**config.mk**
```make
export PLATFORM = sky130hd
export DESIGN_NAME = la_frame_receiver
export DESIGN_NICKNAME = d
export VERILOG_FILES = /design/src/rtl/la_frame_receiver_pkg.sv /design/src/rtl/la_frame_receiver.sv
export SDC_FILE = /design/constraint.sdc
export NUM_CORES = 1
export LEC_CHECK = 0
export ABC_AREA = 1
export CAP_MARGIN = 15
export CORE_MARGIN = 8
export CORE_UTILIZATION = 56
export CTS_CLUSTER_SIZE = 40
export DETAILED_ROUTE_END_ITERATION = 6
export GPL_ROUTABILITY_DRIVEN = 0
export HOLD_SLACK_MARGIN = 0.05
export PLACE_DENSITY = 0.8
export SLEW_MARGIN = 20
export SYNTH_ARGS = -nofsm -noshare
export SYNTH_HDL_FRONTEND = slang
export SYNTH_SLANG_ARGS = --single-unit
```
**constraint.sdc**
```tcl
create_clock -name sys_clk -period 4.7 [get_ports sys_clk]
set_input_delay 0.705 -clock sys_clk [delete_from_list [all_inputs] [get_ports sys_clk]]
set_output_delay 0.705 -clock sys_clk [all_outputs]
set_load 0.005 [all_outputs]
```
**src/rtl/la_frame_receiver_pkg.sv**
```systemverilog
// rtl/la_frame_receiver_pkg.sv - shared capture-frame constants and parser state encoding
// Contents:
//   FRAME_SYNC0/FRAME_SYNC1  sync bytes that open every capture frame
//   FRAME_HDR_BYTES          header size: two sync bytes, LEN (LE16), TRIG (LE16)
//   rx_state_t               parser states, one per header byte plus payload
package la_frame_receiver_pkg;

    localparam logic [7:0] FRAME_SYNC0     = 8'h55;
    localparam logic [7:0] FRAME_SYNC1     = 8'hAA;
    localparam int         FRAME_HDR_BYTES = 6;

    typedef enum logic [2:0] {
        ST_SYNC0   = 3'd0,
        ST_SYNC1   = 3'd1,
        ST_LEN_L   = 3'd2,
        ST_LEN_H   = 3'd3,
        ST_TRIG_L  = 3'd4,
        ST_TRIG_H  = 3'd5,
        ST_PAYLOAD = 3'd6
    } rx_state_t;

endpackage

```
**src/rtl/la_frame_receiver.sv**
```systemverilog
// rtl/la_frame_receiver.sv - UART capture frame parser (sync, header check, payload, timeout)
// Ports:
//   sys_clk, sys_rst        clock, asynchronous active-high reset
//   rx_valid, rx_data       received byte strobe and value
//   pl_valid/pl_data/pl_addr/pl_last  payload byte stream with sample index
//   frame_done              pulse with the final payload byte
//   frame_len, trig_idx     LEN and TRIG of the last accepted header
//   busy                    parser is inside a frame (not hunting for sync)
//   hdr_err, timeout_err    error pulses; err_cnt counts them, saturating at 255
module la_frame_receiver
    import la_frame_receiver_pkg::*;
#(
    parameter int MAX_LEN     = 2048,
    parameter int ADDR_W      = 11,
    parameter int TIMEOUT_CYC = 50000
) (
    input  logic              sys_clk,
    input  logic              sys_rst,
    input  logic              rx_valid,
    input  logic [7:0]        rx_data,
    output logic              pl_valid,
    output logic [7:0]        pl_data,
    output logic [ADDR_W-1:0] pl_addr,
    output logic              pl_last,
    output logic              frame_done,
    output logic [15:0]       frame_len,
    output logic [15:0]       trig_idx,
    output logic              busy,
    output logic              hdr_err,
    output logic              timeout_err,
    output logic [7:0]        err_cnt
);

    localparam int TO_W = $clog2(TIMEOUT_CYC);
    localparam logic [TO_W-1:0] TO_LAST = TO_W'(TIMEOUT_CYC - 1);

    rx_state_t       state, state_nxt;
    logic [15:0]     len_r;
    logic [7:0]      trig_lo;
    logic [15:0]     trig_full;
    logic [15:0]     cnt;
    logic [TO_W-1:0] to_cnt;

    logic pl_fire;
    logic last_fire;
    logic hdr_ok;
    logic hdr_bad;
    logic to_fire;

    // TRIG is complete only while its high byte is on rx_data
    assign trig_full = {rx_data, trig_lo};
    assign busy      = (state != ST_SYNC0);

    always_comb begin
        state_nxt = state;
        pl_fire   = 1'b0;
        last_fire = 1'b0;
        hdr_ok    = 1'b0;
        hdr_bad   = 1'b0;
        to_fire   = 1'b0;
        if (rx_valid) begin
            case (state)
                ST_SYNC0: begin
                    if (rx_data == FRAME_SYNC0) state_nxt = ST_SYNC1;
                end
                ST_SYNC1: begin
                    // a repeated 0x55 may be the real start of the frame
                    if (rx_data == FRAME_SYNC1)      state_nxt = ST_LEN_L;
                    else if (rx_data == FRAME_SYNC0) state_nxt = ST_SYNC1;
                    else                             state_nxt = ST_SYNC0;
                end
                ST_LEN_L:  state_nxt = ST_LEN_H;
                ST_LEN_H:  state_nxt = ST_TRIG_L;
                ST_TRIG_L: state_nxt = ST_TRIG_H;
                ST_TRIG_H: begin
                    if (len_r == 16'd0 || len_r > 16'(MAX_LEN) || trig_full >= len_r) begin
                        hdr_bad   = 1'b1;
                        state_nxt = ST_SYNC0;
                    end else begin
                        hdr_ok    = 1'b1;
                        state_nxt = ST_PAYLOAD;
                    end
                end
                ST_PAYLOAD: begin
                    pl_fire = 1'b1;
                    if (cnt == len_r - 16'd1) begin
                        last_fire = 1'b1;
                        state_nxt = ST_SYNC0;
                    end
                end
                default: state_nxt = ST_SYNC0;
            endcase
        end else if (state != ST_SYNC0 && to_cnt == TO_LAST) begin
            // a byte landing in this same cycle takes the branch above instead
            to_fire   = 1'b1;
            state_nxt = ST_SYNC0;
        end
    end

    always_ff @(posedge sys_clk or posedge sys_rst) begin
        if (sys_rst) begin
            state       <= ST_SYNC0;
            len_r       <= '0;
            trig_lo     <= '0;
            cnt         <= '0;
            to_cnt      <= '0;
            pl_valid    <= 1'b0;
            pl_data     <= '0;
            pl_addr     <= '0;
            pl_last     <= 1'b0;
            frame_done  <= 1'b0;
            frame_len   <= '0;
            trig_idx    <= '0;
            hdr_err     <= 1'b0;
            timeout_err <= 1'b0;
            err_cnt     <= '0;
        end else begin
            state <= state_nxt;

            if (rx_valid || state == ST_SYNC0) to_cnt <= '0;
            else                               to_cnt <= to_cnt + 1'b1;

            if (rx_valid) begin
                case (state)
                    ST_LEN_L:  len_r[7:0]  <= rx_data;
                    ST_LEN_H:  len_r[15:8] <= rx_data;
                    ST_TRIG_L: trig_lo     <= rx_data;
                    default: ;
                endcase
            end

            if (hdr_ok) begin
                frame_len <= len_r;
                trig_idx  <= trig_full;
                cnt       <= '0;
            end else if (pl_fire) begin
                cnt <= cnt + 16'd1;
            end

            pl_valid <= pl_fire;
            if (pl_fire) begin
                pl_data <= rx_data;
                pl_addr <= cnt[ADDR_W-1:0];
            end
            pl_last     <= last_fire;
            frame_done  <= last_fire;
            hdr_err     <= hdr_bad;
            timeout_err <= to_fire;

            if ((hdr_bad || to_fire) && err_cnt != 8'hFF) err_cnt <= err_cnt + 8'd1;
        end
    end

endmodule

```
## Word level (Yosys, flattened, before mapping)

Index checks and enable logic that the tools add are counted.

- Flip-flop bits (word level): 122
- Bits of input ports: 11
- Logic and storage cells: 73

- Add/sub/neg operators: 4
- Magnitude comparators: 2
- Equal/unequal tests: 13
- Multiplexer cells: 24
- Reduce and logical (&&, ||, !) cells: 15

Operator list:

| operator | number |
|---|---|
| two-way mux 16 bit | 3 |
| adder 16 x 1 -> 16 bit, second input constant | 2 |
| one-hot mux 3 bit (7 select lines) | 1 |
| equality test 16 bit | 1 |
| equality test 16 bit, second input constant | 1 |
| greater-or-equal comparator 16 bit | 1 |
| greater-than comparator 16 x 12 -> 1 bit, second input constant | 1 |
| zero test 16 bit | 1 |
| subtractor 16 x 1 -> 16 bit, second input constant | 1 |
| two-way mux 3 bit | 5 |
| two-way mux 1 bit | 14 |
| equality test 3 bit, second input constant | 3 |
| adder 8 x 1 -> 8 bit, second input constant | 1 |
| equality test 8 x 7 -> 1 bit, second input constant | 1 |
| equality test 8 bit, second input constant | 1 |
| != test 8 bit, second input constant | 1 |
| equality test 3 x 2 -> 1 bit, second input constant | 2 |
| != test 3 bit, second input constant | 2 |
| AND reduction 2 bit | 3 |
| logical OR 1 bit | 4 |
| nonzero test 2 bit | 2 |
| equality test 3 x 1 -> 1 bit, second input constant | 1 |
| zero test 3 bit | 1 |
| AND reduction 3 bit | 1 |
| other kinds (3) | 4 |

## Depth between registers and ports, before layout

- Word-level depth: 8
- Mapped depth: 17
- Mapped depth without buffers: 17

## Least setup slack after synthesis

Ideal clock, no wire load.

- Path type: input to register
- From: input rx_data[7]
- To: register cnt[3]
- Library setup time: 0.113 ns
- Arrival: 1.961 ns
- Data required time: 4.587 ns
- Setup slack: 2.626 ns
- Cell stages on the path: 11
- Cell sequence: ha_1 -> nand2_1 -> nand2_1 -> nor3_1 -> o211ai_1 -> nor2_2 -> nand3_2 -> buf_6 -> buf_6 -> nand3_1 -> inv_2

- Word-level cells in the longest chain between the ends: 6
- Elaborated cells between the ends (all ways): 7
- Those cells by class: order compare (1); mux (4); reduce/logical (2)

RTL lines:

| item | RTL line | RTL |
|---|---|---|
| from (decl) | la_frame_receiver.sv:20 | `input logic [7:0] rx_data,` |
| greater-or-equal comparator 16 bit * | la_frame_receiver.sv:76 | `if (len_r == 16'd0 \|\| len_r > 16'(MAX_LEN) \|\| trig_full >= len_r) begin` |
| logical OR 1 bit * | la_frame_receiver.sv:76 |  |
| two-way mux 1 bit * | la_frame_receiver.sv:76 |  |
| two-way mux 1 bit * | la_frame_receiver.sv:62 | `case (state)` |
| two-way mux 1 bit * | la_frame_receiver.sv:61 | `if (rx_valid) begin` |
| two-way mux 16 bit or nonzero test 2 bit (tied branches) | -- |  |
| to (signal assigned) | la_frame_receiver.sv:137 | `cnt <= cnt + 16'd1;` |
| to (decl) | la_frame_receiver.sv:41 | `logic [15:0] cnt;` |

Every way passes the cells marked *; elsewhere a longest branch is shown, timed or not.
A chain may end at the register's enable or synchronous reset.

## Worst setup path in the final report

- From: input rx_data[1]
- To: register frame_len[2]

- Word-level cells in the longest chain between the ends: 5

RTL lines:

| item | RTL line | RTL |
|---|---|---|
| greater-or-equal comparator 16 bit | la_frame_receiver.sv:76 |  |
| logical OR 1 bit | la_frame_receiver.sv:76 |  |
| two-way mux 1 bit | la_frame_receiver.sv:76 |  |
| two-way mux 1 bit | la_frame_receiver.sv:62 |  |
| two-way mux 1 bit | la_frame_receiver.sv:61 |  |
| to (signal assigned) | la_frame_receiver.sv:133 | `frame_len <= len_r;` |
| to (decl) | la_frame_receiver.sv:26 | `output logic [15:0] frame_len,` |

Every way passes these cells.

==> summary.md <==
| Metric | Value |
|---|---|
| Count of flip-flops with a built-in enable after synthesis | `0` |
| Filler instances | `835` |
| Yosys warnings | `0` |
| Sw Pwr | `1.84 mW` |
| Die span in y | `121 um` |
| Kind of end point of the critical path | `flip-flop` |
| Full die area | `14,800 sq um` |
| Detailed placement HPWL | `11,200 um` |
| Number of instances on the worst hold path | `1` |
| Count of cell types in the netlist | `35` |
| Bufs on Longest Clock Path | `2` |
| Buffers added on ports | `75` |
| Clock slew seen by the registers of the worst setup and hold paths | `60 ps` |
| Initial Utilization | `57.5%` |
| Number of inserted diodes | `0` |
| Clock Skews | `6.69 ps` |
| Number of pins with negative max-slew slack in the final report | `0` |
| Crit-path max FO | `45` |
| Clk root buf | `clkbuf_8` |
| NumNets Final | `892` |
| Final Non-Filler Cells | `1,013` |
| # Post-CTS Setup Buffers | `0` |
| Tcrit/Tclk final | `65.6%` |
| Setup CP Type | `primary input to flip-flop` |
| CTS Hold Bufs | `0` |
| Leakage power | `3.86 nW` |
| Switching part of the total power | `36.2%` |
| Slack of the critical path | `1620 ps` |
| Part of the Yosys area used for sequential elements | `49.0%` |
| Category of the worst setup path launch point | `primary input` |
| Combinational cell fraction of total power | `36.8%` |
| Cell Pwr Density | `656 nW/um^2` |
| Number of flip-flops and latches in the synthesized netlist | `122` |
| Pin count of the biggest net entering global routing | `123` |
| Syn Std Cell Area | `6230 sq um` |
| Layout-stage area growth over the synthesis result | `24.4%` |
| Slack of the worst reg-to-reg path | `1670 ps` |
| Resized Gates After CTS | `0` |
| Worst hold path class | `flip-flop to flip-flop` |
| Post-route cell area | `7750 sq um` |
| Gate count of the mapped netlist | `782` |
| Detailed Route Iter0 Violations | `489` |
| Count of H-tree levels built during CTS | `4` |
| Number of failing setup endpoints in the final timing report | `0` |
| Detailed Route WL | `15,800 um` |
| Max-cap check violation count | `0` |
| Outcome | `complete, no violations` |
| Share of the core filled with cells in the final layout | `71.5%` |
| Critical path's most frequent cell | `nand2_1` |
| Post-route DRC | `0` |
| Placeable core region | `10,800 sq um` |
| Total number of clock tree sinks | `122` |
| Number of clock buffers inserted by TritonCTS | `17` |
| Placed Instance Area | `7090 sq um` |
| Worst skew pair latency | `530 ps` |
| Share of layout cells above drive strength 1 | `7.22%` |
| HP Start | `to_cnt[0]$_DFF_PP0_` |
| Detailed-routing iteration count for the pre-antenna-repair pass | `5` |
| Data arrival time of the critical path | `3490 ps` |
| Aggregate global-route resource usage | `22.3%` |
| Post-synthesis average cell area | `7.97 sq um` |
| Worst Max-Slew Pin Slew | `941 ps` |
| FMAX | `324 MHz` |
| Initial antenna violation count | `0` |
| Horizontal die dimension | `121 um` |
| Total number of placement rows | `38` |
| Post-synthesis net count | `814` |
| RSZ-0062 raised after global routing | `false` |
| Sum Neg Setup Slack | `0 ps` |
| Grt total ovfl | `0` |
| Slew margin rel. | `37.2%` |
| Via count normalized by instance count | `5.43` |
| Cell Chain, Critical Path | `clkdlybuf4s50_1 > ha_1 > a21oi_1 > o21ai_0 > nand2_1 > o211ai_1 > nor2_2 > nand3_2 > buf_4 > nand2_1 > o21ai_1` |
| Clock period minus worst slack | `3080 ps` |
| Endpoint of the lowest-slack register-to-register path | `frame_len[2]$_DFFE_PP0P_` |
| Number of antenna-violating nets in the routed design | `0` |
| Post-Place Worst Slack | `1120 ps` |
| Clock Power Share | `28.8%` |
| Worst IR Drop VDD | `0.395 mV` |
| Most common cell after layout, fill and taps aside | `nand2_1` |
| Main flop type after synthesis | `dfrtp_1` |
| Worst r2r path cells | `11` |
| Hold Path End | `to_cnt[0]$_DFF_PP0_` |
| Routed len/inst | `15.6 um` |
| Highest-count cells in the layout ignoring fill and taps | `nand2_1 (224), dfrtp_1 (122), inv_1 (82)` |
| Proportion of synthesized flip-flops having asynchronous set or reset | `100%` |
| Slowest CP cell | `nand3_2` |
| First-pass GRT wire length | `26,200 um` |
| Dpl cells | `981` |
| Total via count after detailed routing | `5,505` |
| Internal Power | `3.25 mW` |
| Io pins | `76` |
| Reg-to-reg startpoint | `len_r[11]$_DFFE_PP0P_` |
| Endpoint required time on the critical path | `5110 ps` |
| Clock tree from TritonCTS | `built` |
| Vias in the first global route | `5,400` |
| Final Hold Viols | `0` |
| CP peak stage delay | `720 ps` |
| Share of power burned in registers | `34.4%` |
per-layer routing:
| layer | share of wire [%] | GRT usage (%) |
|---|---|---|
| met5 | 0 | 0 |
| met1 | 42 | 27.4 |
| met4 | 2.5 | 9.71 |
| met2 | 48 | 36.1 |
| met3 | 6.9 | 6.05 |
flip-flops by register name, summed over array words and instances (netlist names):
register     count
err_cnt          8
len_r           16
cnt             16
pl_data          8
timeout_err      1
frame_done       1
trig_idx        16
hdr_err          1
state            3
pl_addr         11
pl_valid         1
trig_lo          8
to_cnt          16
frame_len       16
metrics by stage:
step | hold slack, ps | power (mW)
final | 473 | 5.09
after global routing | 509 | 5.44
after CTS | 477 | 5.11
after detailed placement | 457 | 3.61
after global placement | 449 | 3.52
after floorplan | 433 | 2.83
worst max path at each step:
| stage | startpoint | slack (ps) | cells after the start | end |
|---|---|---|---|---|
| detailed placement | rx_data[1] | 1120 | 11 | frame_len[0]$_DFFE_PP0P_ |
| global route | len_r[0]$_DFFE_PP0P_ | 1430 | 11 | frame_len[3]$_DFFE_PP0P_ |
| global placement | rx_data[7] | 1240 | 11 | trig_idx[13]$_DFFE_PP0P_ |
| floorplan | sys_rst | 750 | 1 | cnt[0]$_DFFE_PP0P_ |
| CTS | rx_data[1] | 1670 | 11 | frame_len[2]$_DFFE_PP0P_ |
| finish | rx_data[1] | 1620 | 11 | frame_len[2]$_DFFE_PP0P_ |
critical path, delay by kind of cell:
family / cells / cell delay [ps]
AND/OR/NAND/NOR: 4 / 1040
buffers and inverters: 2 / 960
AO/OA/AOI/OAI: 4 / 430
adder cells (fa/ha/maj): 1 / 340
cells by family after synthesis:
family	synth area share (%)
compound gates	8.98
xor+xnor	2.95
simple gates	27.3
fa+ha+maj	4.22
flops	49.0
buf+inv	7.53
cell usage after synthesis (6+ instances only):
library cell,count,area (sq um)
buf_2,6,30.0
nand3_1,50,250
o21ai_0,71,355
clkbuf_1,9,33.8
dfrtp_1,122,3050
nor2_1,70,263
inv_2,13,48.8
xnor2_1,8,70.1
o21ai_1,11,55.1
inv_1,83,312
nor3_1,10,50.1
a21oi_1,17,85.1
ha_1,21,263
nand2_1,224,841
nand4_1,14,87.6
xor2_1,13,114
nand3b_1,6,45.0
area by class of cell:
type	count	area [sq um]	share of cell area (%)
flip-flops and latches	122	3050	39.4
multi-input cells	544	2710	34.9
repair buffers	78	786	10.1
clock buffers	20	445	5.75
inverters	97	367	4.73
clock inverters	12	219	2.82
well taps	140	175	2.26
power by group through the flow:
| stage | clock, mW | combinational [mW] | sequential [mW] |
|---|---|---|---|
| 6_report | 1.47 | 1.87 | 1.75 |
| 5_1_grt | 1.52 | 2.12 | 1.80 |
| 4_1_cts | 1.48 | 1.88 | 1.74 |
| 3_5_place_dp | 0 | 1.85 | 1.75 |
| 3_3_place_gp | 0 | 1.78 | 1.74 |
| 2_1_floorplan | 0 | 1.16 | 1.68 |
Note: power is estimated with default switching activity, not from simulation.
